$ cat config.mk
export PLATFORM = sky130hd
export DESIGN_NAME = pulse_train_gen
export DESIGN_NICKNAME = d
export VERILOG_FILES = /design/src/rtl/pulse_train_gen.sv
export SDC_FILE = /design/constraint.sdc
export NUM_CORES = 1
export LEC_CHECK = 0
export ABC_AREA = 1
export ABC_CLOCK_PERIOD_IN_PS = 1900
export CORE_UTILIZATION = 42
export CTS_CLUSTER_SIZE = 40
export DETAILED_ROUTE_END_ITERATION = 7
export PLACE_DENSITY = 0.67
export RECOVER_POWER = 50
export SLEW_MARGIN = 10
export SYNTH_ARGS = -nofsm -noshare
export SYNTH_HDL_FRONTEND = slang
export SYNTH_SLANG_ARGS = --single-unit
$ cat constraint.sdc
create_clock -name clk_in -period 1.9 [get_ports clk_in]
set_clock_uncertainty 0.05 [all_clocks]
set_input_delay 0.19 -clock clk_in [delete_from_list [all_inputs] [get_ports clk_in]]
set_output_delay 0.19 -clock clk_in [all_outputs]
set_load 0.02 [all_outputs]
$ cat src/rtl/pulse_train_gen.sv
`default_nettype none
// ============================================================================
// Module      : pulse_train_gen
// Description : Programmable pulse train source. A start strobe latches the
//               delay / period / pulse count and emits single-cycle pulses:
//               the first after 'delay' cycles, then one every max(period,2)
//               cycles. Reports busy, a done strobe and a running pulse count.
// Revision    : 1.0 - initial release
// ============================================================================
module pulse_train_gen #(
  parameter int CNT_WIDTH = 32,
  parameter int NUM_WIDTH = 16
) (
  input  logic                 clk_in,
  input  logic                 rst_n,
  input  logic                 start,
  input  logic                 abort,
  input  logic [CNT_WIDTH-1:0] delay,
  input  logic [CNT_WIDTH-1:0] period,
  input  logic [NUM_WIDTH-1:0] num_pulses,
  output logic                 pulse_out,
  output logic                 busy,
  output logic                 done,
  output logic [NUM_WIDTH-1:0] pulse_cnt
);

  localparam logic [2:0] ST_IDLE  = 3'd0;
  localparam logic [2:0] ST_DELAY = 3'd1;
  localparam logic [2:0] ST_PULSE = 3'd2;
  localparam logic [2:0] ST_GAP   = 3'd3;
  localparam logic [2:0] ST_DONE  = 3'd4;

  localparam logic [CNT_WIDTH-1:0] CNT_ZERO = '0;
  localparam logic [CNT_WIDTH-1:0] CNT_ONE  = CNT_WIDTH'(1);
  localparam logic [CNT_WIDTH-1:0] CNT_TWO  = CNT_WIDTH'(2);
  localparam logic [NUM_WIDTH-1:0] NUM_ZERO = '0;
  localparam logic [NUM_WIDTH-1:0] NUM_ONE  = NUM_WIDTH'(1);

  logic [2:0]           r_state;
  logic [CNT_WIDTH-1:0] r_tcnt;      // cycles remaining in DELAY/GAP minus one
  logic [CNT_WIDTH-1:0] r_gap_load;  // clamped period minus two
  logic [NUM_WIDTH-1:0] r_left;      // pulses still to emit, including current

  logic [2:0]           w_state_nxt;
  logic [CNT_WIDTH-1:0] w_tcnt_nxt;
  logic [CNT_WIDTH-1:0] w_gap_load_nxt;
  logic [NUM_WIDTH-1:0] w_left_nxt;
  logic                 w_start_ok;

  logic                 w_pulse_nxt;
  logic                 w_busy_nxt;
  logic                 w_done_nxt;
  logic [NUM_WIDTH-1:0] w_cnt_nxt;

  // State, timing counters and registered outputs
  always_ff @(posedge clk_in) begin
    if (!rst_n) begin
      r_state    <= ST_IDLE;
      r_tcnt     <= CNT_ZERO;
      r_gap_load <= CNT_ZERO;
      r_left     <= NUM_ZERO;
      pulse_out  <= 1'b0;
      busy       <= 1'b0;
      done       <= 1'b0;
      pulse_cnt  <= NUM_ZERO;
    end else begin
      r_state    <= w_state_nxt;
      r_tcnt     <= w_tcnt_nxt;
      r_gap_load <= w_gap_load_nxt;
      r_left     <= w_left_nxt;
      pulse_out  <= w_pulse_nxt;
      busy       <= w_busy_nxt;
      done       <= w_done_nxt;
      pulse_cnt  <= w_cnt_nxt;
    end
  end

  // Next-state and counter update; DELAY lasts 'delay' cycles and GAP lasts
  // P-1 cycles so pulses land exactly P cycles apart
  always_comb begin
    w_state_nxt    = r_state;
    w_tcnt_nxt     = r_tcnt;
    w_gap_load_nxt = r_gap_load;
    w_left_nxt     = r_left;
    w_start_ok     = 1'b0;
    case (r_state)
      ST_IDLE: begin
        if (start && !abort) begin
          w_start_ok     = 1'b1;
          w_gap_load_nxt = (period < CNT_TWO) ? CNT_ZERO : (period - CNT_TWO);
          w_left_nxt     = num_pulses;
          if (num_pulses == NUM_ZERO) begin
            w_state_nxt = ST_DONE;
          end else if (delay == CNT_ZERO) begin
            w_state_nxt = ST_PULSE;
          end else begin
            w_state_nxt = ST_DELAY;
            w_tcnt_nxt  = delay - CNT_ONE;
          end
        end
      end
      ST_DELAY, ST_GAP: begin
        if (abort) begin
          w_state_nxt = ST_IDLE;
        end else if (r_tcnt == CNT_ZERO) begin
          w_state_nxt = ST_PULSE;
        end else begin
          w_tcnt_nxt = r_tcnt - CNT_ONE;
        end
      end
      ST_PULSE: begin
        w_left_nxt = r_left - NUM_ONE;
        if (abort) begin
          w_state_nxt = ST_IDLE;
        end else if (r_left == NUM_ONE) begin
          w_state_nxt = ST_DONE;
        end else begin
          w_state_nxt = ST_GAP;
          w_tcnt_nxt  = r_gap_load;
        end
      end
      ST_DONE: begin
        w_state_nxt = ST_IDLE;
      end
      default: begin
        w_state_nxt = ST_IDLE;
      end
    endcase
  end

  // Output decode of the upcoming state; the pulse count advances the cycle
  // after each emitted pulse, so a pulse coinciding with abort is still counted
  always_comb begin
    w_pulse_nxt = (w_state_nxt == ST_PULSE);
    w_busy_nxt  = (w_state_nxt == ST_DELAY) || (w_state_nxt == ST_PULSE) ||
                  (w_state_nxt == ST_GAP);
    w_done_nxt  = (w_state_nxt == ST_DONE);
    if (w_start_ok) begin
      w_cnt_nxt = NUM_ZERO;
    end else if (pulse_out) begin
      w_cnt_nxt = pulse_cnt + NUM_ONE;
    end else begin
      w_cnt_nxt = pulse_cnt;
    end
  end

endmodule
`default_nettype wire

==> results.sh, run 1 <==
export IMPL_firstDrtPassIters=5
export IMPL_routedWlPerCell_um=14.1
export IMPL_synth_most_common_cell="nand2_1"
export IMPL_ioPinCount=103
export IMPL_grt_max_degree=44
export IMPL_grt_pass1_wl_um=36800
export IMPL_drt_wl_total_um=23600
export IMPL_hpwl_um=17600
export IMPL_end_kind="flop"
export IMPL_setup_violations=33
export IMPL_die_w_um=132
export IMPL_overflow=0
export IMPL_gp_congestion=0.961
export IMPL_synth_compound_area_share_pct=13.2
export IMPL_area_growth_pct=49.5
export IMPL_synth_top_area_share_pct=28.7
export IMPL_synth_edf_count=0
export IMPL_layout_drive_gt1_share_pct=25.3
export IMPL_crit_fanout=9
export IMPL_worst_pin_slew_ns=0.402
export IMPL_n_antenna_cell=0
export IMPL_fillers=1516
export IMPL_ant_nets=0
export IMPL_syn_nets=1280
export IMPL_clk_pin_slew_worst_paths_ns=0.07
export IMPL_start_kind="flop"
export IMPL_worst_slack_ns=-0.179
export IMPL_grt_pass1_vias=7744
export IMPL_violations="negative setup slack"
export IMPL_synthAdderAreaFrac_pct=0.879
export IMPL_path_class="reg -> reg"
export IMPL_ys_seq_elements=102
export IMPL_dieArea_um2=17500
export IMPL_fmax_mhz=481
export IMPL_dp_cells=1636
export IMPL_outcome="complete, but fails checks"
export IMPL_synthMuxAreaShare_pct=0.141
export IMPL_slew_violations=0
export IMPL_fin_nets=1536
export IMPL_clkSinkCount=102
export IMPL_synth_distinct_cells=44
export IMPL_cts_root_buf="clkbuf_16"
export IMPL_powerDensity_nw_per_um2=568
export IMPL_vdd_drop_max_v=0.000429
export IMPL_start_util_pct=42.9
export IMPL_drtIter0Drc=611
export IMPL_hold_violations=0
export IMPL_timing_final_crit_share_pct=109
export IMPL_yosys_area_top_type="dfxtp_1"
export IMPL_port_buffers=102
export IMPL_cts_made_buffers=9
export IMPL_rsz0062_at_grt="yes"
export IMPL_finalCriticalPeriod_ns=2.08
export IMPL_synth_flop_cell="dfxtp_1"
export IMPL_crit_required_ns=2.09
export IMPL_synth_top_family_by_area="simple AND/OR/NAND/NOR gates"
export IMPL_via_count=8440
export IMPL_yosysWarnings=0
export IMPL_layoutNonFillerInstCount=1672
export IMPL_synthTopCellsByArea="dfxtp_1, nand2_1, inv_1"
export IMPL_holdWs_ns=0.411
export IMPL_synth_cells=1191
export IMPL_die_h_um=132
export IMPL_async_flop_share_pct=0
export IMPL_leakage_nw=4.78
export IMPL_antenna_found_initial=0
export IMPL_avgSynthCellArea_um2=5.98
export IMPL_drc=0
export IMPL_ys_seq_area_share_pct=28.7
export IMPL_drv_cap=0
export IMPL_hp_class="reg -> reg"
export IMPL_grt_usage_pct=26.0
export IMPL_htreeDepth=3
export IMPL_rows=47
export IMPL_setup_tns_final_ns=-2.42
export IMPL_coreArea_um2=16600
export IMPL_max_slew_margin_rel_pct=72.8
export IMPL_synthXorXnorAreaFrac_pct=3.57
export IMPL_cts_max_path_buffers=2
export IMPL_yosys_area_share_simple_pct=40.6
export IMPL_synth_area_um2=7120
export IMPL_synth_commonest_cells="nand2_1, inv_1, nor2_1"
export IMPL_clk_latency_ns=0.36
export IMPL_tritoncts="built"
export IMPL_viasPerCell=5.05
export IMPL_cts_hold_buffers=0
export IMPL_crit_arrival_ns=2.27
==> area by class of cell <==
| class | instances | area (um2) | area share (%) |
|---|---|---|---|
| inverters | 187 | 709 | 6.67 |
| repair buffers | 282 | 2590 | 24.4 |
| flip-flops and latches | 102 | 2050 | 19.3 |
| clock buffers | 10 | 229 | 2.15 |
| well taps | 220 | 275 | 2.59 |
| clock inverters | 6 | 91.3 | 0.858 |
| multi-input cells | 865 | 4690 | 44.1 |
==> flip-flops by register name (all words and copies together), names as in the netlist <==
name,count
busy,1
r_gap_load,32
pulse_cnt,16
done,1
r_state,3
r_tcnt,32
pulse_out,1
r_left,16
==> what timing repair did <==
| action | CTS | global route |
|---|---|---|
| buffers inserted | 4 | 10 |
| gates resized for setup | 48 | 119 |
| cloned | 0 | 6 |
| endpoints found under the setup margin | 28 | 48 |
| pin swaps | 15 | 29 |
==> critical path, cell delays in order, from the launching register on <==
cell and delay [ns]:
dfxtp_2 0.34, inv_4 0.09, buf_12 0.13, nand3b_1 0.16
nand2_2 0.16, ha_4 0.16, nand2_4 0.07, nor2_4 0.16
nand3b_1 0.16, nand2_1 0.09, o21ai_1 0.07, buf_4 0.14
a21oi_2 0.12, a21oi_1 0.07
==> logic make-up (layout without fill, tap and decap cells) <==
group | Yosys count | after routing
compound gates | 171 | 171
xor+xnor | 29 | 29
fa+ha+maj | 5 | 5
buf+inv | 224 | 485
flops | 102 | 102
mux | 1 | 1
simple gates | 659 | 659
==> layer usage <==
layer | vias to the layer above | wire, um | GRT usage [%]
met5 | - | 0 | 0
met4 | 0 | 548 | 7.47
li1 | 4313 | - | -
met2 | 307 | 10400 | 40.6
met3 | 39 | 1530 | 3.92
met1 | 3781 | 11000 | 36.8
==> cells in the final DEF, fill, tap and decap left out, types with 8 or more instances in the layout <==
cell type,Yosys,layout
inv_1,181,176
xnor2_1,12,10
o21ai_0,60,55
clkbuf_16,0,12
buf_4,5,157
inv_2,5,8
clkdlybuf4s50_1,0,90
nor3_1,12,9
nor2_4,4,24
nand2_2,17,55
nand4_1,21,21
nor2_2,17,28
buf_12,0,10
dlygate4sd3_1,0,12
dfxtp_1,102,98
nand2_1,313,265
o21ai_1,8,11
nand3_1,114,102
a21oi_1,63,59
o22ai_1,17,17
nand3_2,4,14
nand2_4,0,9
xor2_1,17,17
nor2_1,137,106
==> metrics by stage <==
stage                     worst slack (ns)  utilization (%)  instance area (um2)  total power, mW
final                               -0.179             64.2                10600             6.05
after global routing                -0.262             64.2                10600             6.32
after CTS                          -0.0498             60.6                10100             5.85
after detailed placement            -0.298             57.4                 9520             3.81
after global placement              -0.264             57.4                 9520             3.80
after floorplan                    0.00721                -                 7130             3.11
==> worst paths after layout <==
path                               startpoint                          end  slack, ns  cells after the start
setup / recovery        r_state[2]$_SDFF_PN0_      r_tcnt[10]$_SDFFE_PN0P_      -0.18                     13
hold / removal    r_gap_load[30]$_SDFFE_PN0P_  r_gap_load[30]$_SDFFE_PN0P_       0.41                      2
setup reg to reg        r_state[2]$_SDFF_PN0_      r_tcnt[10]$_SDFFE_PN0P_      -0.18                     13
hold reg to reg   r_gap_load[30]$_SDFFE_PN0P_  r_gap_load[30]$_SDFFE_PN0P_       0.41                      2
==> power breakdown <==
| part | internal, mW | switching [mW] | total [mW] | leakage [nW] |
|---|---|---|---|---|
| combinational | 0.805 | 0.924 | 1.73 | 3.79 |
| clock | 1.16 | 0.832 | 2.00 | 0.157 |
| sequential | 2.25 | 0.0750 | 2.32 | 0.835 |
| total | 4.22 | 1.83 | 6.05 | 4.78 |
Note: power is estimated with default switching activity, not from simulation.
==> run 2: changes to the inputs <==
--- a/config.mk
+++ b/config.mk
@@ -10,6 +10,7 @@
 export CORE_UTILIZATION = 42
 export CTS_CLUSTER_SIZE = 40
 export DETAILED_ROUTE_END_ITERATION = 7
+export HOLD_SLACK_MARGIN = 0.05
 export PLACE_DENSITY = 0.67
 export RECOVER_POWER = 50
 export SLEW_MARGIN = 10
==> results of run 2 <==
No change in the layout: final DEF, timing and power equal those of run 1.
==> RTL change (settings of run 1) <==
Change the parameter `CNT_WIDTH` from 32 to 64.
--- a/src/rtl/pulse_train_gen.sv
+++ b/src/rtl/pulse_train_gen.sv
@@ -8,7 +8,7 @@
 // Revision    : 1.0 - initial release
 // ============================================================================
 module pulse_train_gen #(
-  parameter int CNT_WIDTH = 32,
+  parameter int CNT_WIDTH = 64,
   parameter int NUM_WIDTH = 16
 ) (
   input  logic                 clk_in,
Ports: changed (resized delay and period); port bits go from 103 to 167. The function was not compared with the original's and may differ.
==> RTL change against run 1 <==
  * The flow still finishes with violations (setup timing)
  * Cell count up 95%
  * Routed wire length rose by 140%
  * Final area up 100%
  * Non-clock buffer count grew 421
  * Global-route usage up 10 points
  * Worst setup slack worse by 0.35 ns
  * Sequential cell count grew 64
  * Power up 77%
  * Synthesized area is 80% higher
  * Largest cell class unchanged
  * Highest routed layer unchanged
==> RTL change: results (changes against run 1) <==
R2R depth=17 (+4); Post-DP HPWL=42.9 mm (+140%); # port buffers=166 (+63%); synth cell count leaders=nand2_1, nor2_1, inv_1; CTS HTree Levels=4 (+1); status=finished with violations; slew margin rel.=0.605 (-0.124); Setup TNS=-25.55 ns (-23.13 ns); Crit path largest cell delay=0.37 ns (+0.03 ns); Avg Cell Area, Syn=5.80 sq um (-2.9%); vias in the first global route=16100 (+110%); P_clk=3.44 mW (+72%); first-pass GRT wire length=86.0 mm (+130%); Non-Filler Instances=3255 (+95%); placed cells=3169 (+94%); endpoints failing setup=111 (+240%); clk_lat worst skew=0.45 ns (+0.09 ns); crit path max-delay cell type=dfxtp_4; DRT Pass-1 Iters=7 (+2); Largest regs=r_gap_load: 64 flops, r_tcnt: 64 flops; overall routing resource usage=0.360 (+0.100); sequential area share after synthesis=0.260 (-0.0269); worst slack at placement=-0.874 ns (-0.576 ns); largest fanout on the critical path=7 (-2); GPL Wtd Cong=1.10 (+14%); Num CTS Buffers=17 (+8); fin nets=3007 (+96%); Static Leak=9.53 nW (+100%); Final WS setup=-0.531 ns (-0.351 ns); Hold Path Sink=r_gap_load[1]; RR Startpoint=r_state[0]; maximum vdd drop=628 uV (+46%); share of post-route cells with drive strength above 1=0.351 (+0.0980); Via Count=17100 (+100%); Hold WS=0.307 ns (-0.104 ns); number of post-CTS setup repair buffers=30 (+26); Hold Crit Class=in -> reg; failing checks=setup timing
## RTL change: changes by cell type in the layout (fill, tap and decap cells not counted), sizes merged, moves of 69 or more
cell          run 1  this run
nor2            158       398
nand2           330       653
o21ai            69       154
nand3           118       187
buf             176       533
inv             188       276
## RTL change: logic make-up after synthesis
family / count (synthesis) / synth area share
compound gates: 309 / 0.131
xor+xnor: 65 / 0.0446
buf+inv: 348 / 0.117
mux: 1 / 0.000783
fa+ha+maj: 5 / 0.00490
flops: 166 / 0.260
simple gates: 1309 / 0.441
## RTL change: cell type report
class                           instances  area (sq um)
Clock buffer                           18           439
Clock inverter                         12           120
Fill cell                            2571          8510
Inverter                              272          1050
Multi-Input combinational cell       1693          9640
Sequential cell                       166          3330
Tap cell                              390           488
Timing Repair Buffer                  703          6210
Timing Repair inverter                  1          3.75
## RTL change: per-layer routing
layer	track usage	wire length, microns	up-vias
li1	-	-	8324
met1	0.480	24400	7835
met2	0.561	25300	784
met3	0.0683	5150	157
met4	0.161	2530	0
met5	0	0	-
